==> src/rtl/bit_packer_pkg.sv <==
// -----------------------------------------------------------------------------
// bit_packer_pkg
// Shared types and constants for the bit_packer block.
//   state_t      : packer FSM states (ACC, STUFF, DRAIN)
//   ACC_W_DEF    : default accumulator width in bits
//   MAX_LEN_DEF  : default maximum code length per input beat
//   PAD_ONES     : fill pattern used when a flush pads to a byte boundary
//   STUFF_MARK   : byte value that triggers a 0x00 stuff byte when enabled
// -----------------------------------------------------------------------------
package bit_packer_pkg;

  localparam int         ACC_W_DEF   = 64;
  localparam int         MAX_LEN_DEF = 32;
  localparam logic [7:0] PAD_ONES    = 8'hFF;
  localparam logic [7:0] STUFF_MARK  = 8'hFF;

  typedef enum logic [1:0] {
    ST_ACC   = 2'd0,
    ST_STUFF = 2'd1,
    ST_DRAIN = 2'd2
  } state_t;

endpackage

==> src/rtl/bit_packer.sv <==
// -----------------------------------------------------------------------------
// bit_packer
// Packs variable-length codes (right-aligned, emitted MSB-first) into a byte
// stream. Pending bits sit MSB-aligned in acc; a flush pads the stream with
// one-bits up to a byte boundary, drains it and pulses flush_done.
//
// Optional feature: define BIT_PACKER_STUFF_EN to insert a 0x00 byte after
// every emitted 0xFF byte (JPEG byte stuffing).
//
// Ports:
//   clk, rst          : clock (rising edge), asynchronous active-high reset
//   code, code_len    : code bits (low code_len bits used) and their count
//   code_flush        : pad to a byte boundary after this beat, then drain
//   code_vld/code_rdy : input beat handshake
//   dout, dout_vld    : packed output byte and its valid
//   dout_rdy          : downstream ready
//   flush_done        : one-cycle pulse when a flush has fully drained
//
// Handshake: a beat/byte transfers on a rising edge where valid and ready are
// both high. code_rdy depends only on registers; dout/dout_vld stay stable
// while dout_rdy is low.
// -----------------------------------------------------------------------------
module bit_packer
  import bit_packer_pkg::*;
#(
  parameter int ACC_W   = ACC_W_DEF,
  parameter int MAX_LEN = MAX_LEN_DEF,
  parameter int LEN_W   = 6
) (
  input  logic               clk,
  input  logic               rst,
  input  logic [MAX_LEN-1:0] code,
  input  logic [LEN_W-1:0]   code_len,
  input  logic               code_flush,
  input  logic               code_vld,
  output logic               code_rdy,
  output logic [7:0]         dout,
  output logic               dout_vld,
  input  logic               dout_rdy,
  output logic               flush_done
);

  // Accept only while a full-length beat plus worst-case padding still fits.
  localparam logic [6:0] RDY_LIMIT = 7'(ACC_W - MAX_LEN - 8);
  localparam logic [6:0] ACC_W7    = 7'(ACC_W);
  localparam logic [6:0] MAX_LEN7  = 7'(MAX_LEN);

  state_t           state, state_nxt;
  state_t           ret_state, ret_nxt;
  logic [ACC_W-1:0] acc, acc_nxt, acc_base;
  logic [ACC_W-1:0] code_ext, code_mask, pad_bits, chunk;
  logic [6:0]       cnt, cnt_nxt, cnt_base;
  logic [6:0]       len7, sum7, tot7;
  logic [3:0]       pad;
  logic             accept, emit, stuff_hit;

  assign code_rdy   = (state == ST_ACC) && (cnt <= RDY_LIMIT);
  assign accept     = code_vld && code_rdy;
  assign dout       = (state == ST_STUFF) ? 8'h00 : acc[ACC_W-1 -: 8];
  assign dout_vld   = (state == ST_STUFF) ? 1'b1 : (cnt >= 7'd8);
  assign emit       = (state != ST_STUFF) && dout_vld && dout_rdy;
  assign flush_done = (state == ST_DRAIN) && (cnt == 7'd0);

`ifdef BIT_PACKER_STUFF_EN
  assign stuff_hit = emit && (dout == STUFF_MARK);
`else
  assign stuff_hit = 1'b0;
`endif

  // Datapath: the emitted byte leaves first, then the new code (and any
  // flush padding) is appended directly below the remaining pending bits.
  always_comb begin
    acc_base  = emit ? (acc << 8) : acc;
    cnt_base  = emit ? (cnt - 7'd8) : cnt;
    len7      = (7'(code_len) > MAX_LEN7) ? MAX_LEN7 : 7'(code_len);
    code_ext  = ACC_W'(code);
    code_mask = (ACC_W'(1) << len7) - ACC_W'(1);
    sum7      = cnt_base + len7;
    // (8 - n%8) % 8 equals (-n) mod 8, i.e. the 3-bit negation of n.
    pad       = code_flush ? {1'b0, 3'd0 - sum7[2:0]} : 4'd0;
    pad_bits  = ACC_W'(PAD_ONES >> (4'd8 - pad));
    chunk     = ((code_ext & code_mask) << pad) | pad_bits;
    tot7      = sum7 + 7'(pad);
    acc_nxt   = acc_base;
    cnt_nxt   = cnt_base;
    if (accept) begin
      acc_nxt = acc_base | (chunk << (ACC_W7 - tot7));
      cnt_nxt = tot7;
    end
  end

  // Next-state logic. A 0xFF emitted in the same cycle as a flush accept
  // must come back to DRAIN after the stuff byte, not to ACC.
  always_comb begin
    state_nxt = state;
    ret_nxt   = ret_state;
    case (state)
      ST_ACC: begin
        if (stuff_hit) begin
          state_nxt = ST_STUFF;
          ret_nxt   = (accept && code_flush) ? ST_DRAIN : ST_ACC;
        end else if (accept && code_flush) begin
          state_nxt = ST_DRAIN;
        end
      end
      ST_DRAIN: begin
        if (stuff_hit) begin
          state_nxt = ST_STUFF;
          ret_nxt   = ST_DRAIN;
        end else if (cnt == 7'd0) begin
          state_nxt = ST_ACC;
        end
      end
      ST_STUFF: begin
        if (dout_rdy) state_nxt = ret_state;
      end
      default: state_nxt = ST_ACC;
    endcase
  end

  always_ff @(posedge clk or posedge rst) begin
    if (rst) begin
      state     <= ST_ACC;
      ret_state <= ST_ACC;
      acc       <= '0;
      cnt       <= 7'd0;
    end else begin
      state     <= state_nxt;
      ret_state <= ret_nxt;
      acc       <= acc_nxt;
      cnt       <= cnt_nxt;
    end
  end

endmodule

==> config.mk <==
export PLATFORM = sky130hd
export DESIGN_NAME = bit_packer
export DESIGN_NICKNAME = d
export VERILOG_FILES = /design/src/rtl/bit_packer_pkg.sv /design/src/rtl/bit_packer.sv
export SDC_FILE = /design/constraint.sdc
export NUM_CORES = 1
export LEC_CHECK = 0
export CAP_MARGIN = 20
export CORE_UTILIZATION = 50
export DETAILED_ROUTE_END_ITERATION = 7
export GPL_ROUTABILITY_DRIVEN = 0
export PLACE_DENSITY = 0.69
export SLEW_MARGIN = 10
export SYNTH_ARGS = -nofsm -noshare
export SYNTH_HDL_FRONTEND = slang
export SYNTH_SLANG_ARGS = --single-unit
==> constraint.sdc <==
create_clock -name clk -period 6 [get_ports clk]
set_clock_uncertainty 0.05 [all_clocks]
set_input_delay 1.8 -clock clk [delete_from_list [all_inputs] [get_ports clk]]
set_output_delay 1.8 -clock clk [all_outputs]
set_load 0.01 [all_outputs]
# Word-level counts from Yosys, hierarchy flattened
# Index checks and enable logic that the tools add are counted.
[word_totals]
register_bits = 73
in_bits = 43
word_cells = 47
[classes]
order_cmp = 3
n_shift = 4
n_eq_ne = 6
add_sub_neg = 7
n_bitwise = 3
n_mux = 12
n_reduce_logical = 9
[ops]
columns = ["cell", "count"]
rows = [
  ["$mux 64", 2],
  ["$or 64x64->64", 2],
  ["$and 32x64->64", 1],
  ["$shl 1x6->64 const A", 1],
  ["$shl 64x3->64", 1],
  ["$shl 64x7->64", 1],
  ["$shr 8x4->64 const A", 1],
  ["$sub 64x2->64 const B", 1],
  ["$mux 7", 2],
  ["$mux 8", 1],
  ["$add 7x3->7", 1],
  ["$add 7x6->7", 1],
  ["$ge 7x4->1 const B", 1],
  ["$le 7x5->1 const B", 1],
  ["$logic_not 7->1", 1],
  ["$sub 7x4->7 const B", 1],
  ["$sub 7x7->7 const A", 1],
  ["$gt 6x6->1 const B", 1],
  ["$logic_and 1x1->1", 6],
  ["$mux 2", 3],
  ["$mux 6", 1],
  ["$ne 2x1->1 const B", 3],
  ["$pmux 2 s3", 1],
  ["$sub 4x3->4 const A", 1],
  ["other kinds (8)", 8],
]

# Logic depth before layout (Yosys ltp)
[depth]
depth_word = 14
depth_mapped = 26
ltp_nobuf = 18

# Least setup slack after synthesis
# OpenSTA, ideal clock, no wires.
[synth_timing]
path_type = "input port to flip-flop"
startpoint = "input code_len[5]"
endpoint = "register acc[53]"
slack_ps = -730
path_buffers = 11
stages = 24
t_arrival_ps = 6538
path_cell_list = "clkbuf_1 -> clkbuf_1 -> buf_2 -> clkbuf_1 -> nor2b_1 -> ha_1 -> clkbuf_1 -> inv_1 -> nor2_1 -> inv_1 -> clkbuf_1 -> clkbuf_1 -> ha_1 -> a21boi_0 -> or2_2 -> clkbuf_1 -> clkbuf_1 -> buf_1 -> clkbuf_1 -> nor2_1 -> a32oi_1 -> o221ai_1 -> o21ai_0 -> a31oi_1"
[synth_via]
elab_chain_len = 11
word_cells_on_any_way = 17
cone_classes = "6 x add/sub; 1 x order compare; 4 x shift; 3 x mux; 3 x bitwise"
[synth_rtl]
columns = ["item", "line_no", "source"]
rows = [
  ["start: declaration", "bit_packer.sv:33", "input logic [LEN_W-1:0] code_len,"],
  ["$gt 6x6->1", "bit_packer.sv:75", "len7 = (7'(code_len) > MAX_LEN7) ? MAX_LEN7 : 7'(code_len);"],
  ["$mux 6 *", "bit_packer.sv:75", ""],
  ["branches (longest 6 deep; another with $add 7x6->7)", "-", ""],
  ["$shl 64x7->64 *", "bit_packer.sv:87", "acc_nxt = acc_base | (chunk << (ACC_W7 - tot7));"],
  ["$or 64x64->64 *", "bit_packer.sv:87", ""],
  ["$mux 64 *", "bit_packer.sv:86", "if (accept) begin"],
  ["named net acc_nxt[53]", "bit_packer.sv:50", "logic [ACC_W-1:0] acc, acc_nxt, acc_base;"],
  ["end signal: assignment", "bit_packer.sv:130", "acc <= acc_nxt;"],
  ["end: declaration", "bit_packer.sv:50", ""],
]
# Mark *: on every way through the listed nets, which the timed path passes.
# A chain may end at the register's enable or synchronous reset.

# Worst setup path after layout
[layout_timing]
startpoint = "input code_len[0]"
endpoint = "register acc[21]"
# Same word-level chain as after synthesis.

==> impl_metrics.ini <==
[sta]
setup_viol = 0
max-slew-margin-rel_pct = 37.0
drv_slew = 0
hold_viol_final = 0
min_period_ns = 5.85
period_share_pct = 97.5
tightest_slew_ns = 0.941
fmax_mhz = 171
tns_ns = 0
whs_ns = 0.427

[finish]
drive_gt1_share_pct = 21.1
final_cell_area_um2 = 12000
nets = 1538
fillers = 1586
multiInputGateArea_um2 = 7180
regArea_um2 = 1800
syn_to_final_growth_pct = 27.1
final_core_util_pct = 65.8
antenna_cells = 0

[setup_path]
path_class = in -> reg
path_max_fanout = 9
path_buf_inv = 4
crit_required_ns = 6.21
worstPathCellList = clkdlybuf4s50_1 > nor2b_1 > ha_1 > fa_1 > inv_1 > ha_1 > and2_2 > buf_4 > a211o_1 > a211oi_1 > o311ai_0 > o21ai_1 > mux2i_1 > o221ai_1 > o21ai_0 > buf_4 > o22ai_1
slowest_delay_ns = 0.52
path_delay_family = compound AO/OA/AOI/OAI gates
startpoint_type = input port
worst_setup_path_end_kind = flip-flop
cp_slowest_cell = fa_1
cp.arrival_ns = 6.06

[cts]
clock_latency_ns = 0.34
cts.sinks = 72
clockBufferDepth = 2
cts.clk_slew.worst_paths_ns = 0.06
cts_tree = yes
htree_levels = 3
numCtsBuffers = 9
root_buffer = clkbuf_16
cts_hold_buf = 0

[detailed_routing]
drcViolationCount = 0
dr_wl_met2_um = 16600
dr_wl_met3_um = 4780
drt_first_iter_violations = 1756
antenna_left = 0
num_vias = 11900
wl_met1_um = 14800
via_per_inst = 6.92
highest_layer = met4
drtPass1Iterations = 6
routed_wl_um = 37800
wire_per_inst_um = 22.0

[placed_design]
hpwl_um = 29500
io_buffers = 53
placed_cell_area_um2 = 11600

[synthesis]
synthXorXnorAreaFrac_pct = 2.79
syn_area_um2 = 9430
yosys.area_share.simple_pct = 24.1
synth_top_family_by_area = compound AO/OA/AOI/OAI gates
yosysWarnings = 0
synthMuxAreaShare_pct = 7.29
async_flop_share_pct = 100
synth_nets = 1370
ys_types = 91
syn_inst = 1314
synth_edf_count = 0
synth_compound_area_share_pct = 38.5
synthFlopType = dfrtp_1
avgSynthCellArea_um2 = 7.18
yosysSeqAreaShare_pct = 19.1
synth_fa_ha_area_share_pct = 1.80
ys_ff_latch = 72

[power_and_ir_drop]
irDropWorstVdd_mv = 0.432
p_total_uw = 8960
p_per_area_nw_per_um2 = 747
p_leak_uw = 0.00502

[floorplan]
ios = 54
core_um2 = 18200
row_count = 49
die_x_um = 139
die-area_um2 = 19400
start_util_pct = 51.8
dieHeight_um = 139

[global_route]
grt_max_degree = 59
globalRouteOverflowTotal = 0
grt_pass1_wl_um = 60100
antenna_found_initial = 1
grt_pass1_vias = 11100
grt_use_total_pct = 39.3

[hold_path]
hp-class = reg -> reg

[job]
cap_violations = 0

[status]
status = finished, final reports clean
## state kept, by name, indices dropped and copies added, names as in the netlist
signal and cells:
cnt 7, state 1, acc 64
## path summary, 6_finish.rpt
kind | from | endpoint | slack, ns | depth (start not counted)
setup / recovery | code_len[0] | acc[21] | 0.15 | 17
hold / removal | acc[6] | acc[6] | 0.43 | 2
setup reg to reg | cnt[4] | acc[25] | 1.17 | 19
hold reg to reg | acc[6] | acc[6] | 0.43 | 2
max in group asynchronous | rst | acc[61] | 3.11 | 3
min in group asynchronous | rst | acc[12] | 1.77 | 2
## metrics by stage
stage          cells  worst slack, ns
2_1_floorplan   1314           0.0496
3_3_place_gp    1700           -0.201
3_5_place_dp    1700           -0.350
4_1_cts         1715           0.0514
5_1_grt         1715         -0.00543
6_report        1715            0.147
## logic make-up (layout without fill, tap and decap cells)
logic type | Yosys count | after routing
AOI/OAI and AO/OA | 512 | 512
adders and majority gates | 13 | 13
xor gates and xnor gates | 25 | 25
and+or+nand+nor | 484 | 484
DFF | 72 | 72
buffers and inverters | 147 | 319
muxes | 61 | 61
## timing repair
action                                 CTS  global route
endpoints found under the hold margin    0             0
resized for setup                        1            20
buffers inserted                         0             0
setup endpoints to repair                1            48
cloned                                   0             0
## cell usage after synthesis (12+ instances only)
cell type    n  share of area, %
nand2_1    125               5.0
o221ai_1    13               1.2
o21ai_0     98               5.2
nor3_1      32               1.7
a31oi_1     28               1.9
nor2_1     165               6.6
o211ai_1    29               2.3
a211oi_1    20               1.6
and2_1      13              0.86
dfrtp_1     72                19
and3_1      13              0.86
clkbuf_1    92               3.7
a22oi_1     12              0.96
a221oi_1    12               1.1
o31ai_1     16               1.3
xnor2_1     17               1.6
nand4_1     13              0.86
o21a_1      17               1.4
nor4_1      13              0.86
ha_1        12               1.6
nand3_1     47               2.5
inv_1       28               1.1
a21o_1      12              0.96
o22ai_1     24               1.6
a21oi_1     77               4.1
mux2i_1     45               4.8
## power breakdown
| part | internal (uW) | switching [uW] | total [uW] | leakage, uW |
|---|---|---|---|---|
| clock | 330 | 210 | 540 | 0.000137 |
| sequential | 686 | 125 | 811 | 0.000880 |
| combinational | 3240 | 4370 | 7610 | 0.00400 |
## placed cells by master, fill, tap and decap left out, types with 17 or more instances in the layout
cell type	netlist	final
a211oi_1	20	19
a21oi_1	77	76
a31oi_1	28	27
buf_4	8	214
clkdlybuf4s50_1	0	52
dfrtp_1	72	72
inv_1	28	27
mux2i_1	45	43
nand2_1	125	123
nand3_1	47	47
nor2_1	165	161
nor3_1	32	32
o211ai_1	29	29
o21a_1	17	17
o21ai_0	98	97
o22ai_1	24	24
## area by class of cell
class,instances,share of cell area [%]
inverters,28,0.877
clock inverters,5,0.480
flip-flops and latches,72,15.0
repair buffers,276,19.4
clock buffers,10,1.99
multi-input cells,1095,59.9
well taps,229,2.39
## tightest hold or removal path, stage by stage (launching register included)
cell,delay (ns)
dfrtp_1,0.34
nand2_1,0.04
o21ai_0,0.06
## routing by layer
metal / track usage, % / vias up
met5: 0 / -
met4: 16.3 / 0
met3: 8.50 / 170
met2: 61.3 / 807
met1: 52.3 / 5529
li1: - / 5370
Note: power is estimated with default switching activity, not from simulation.
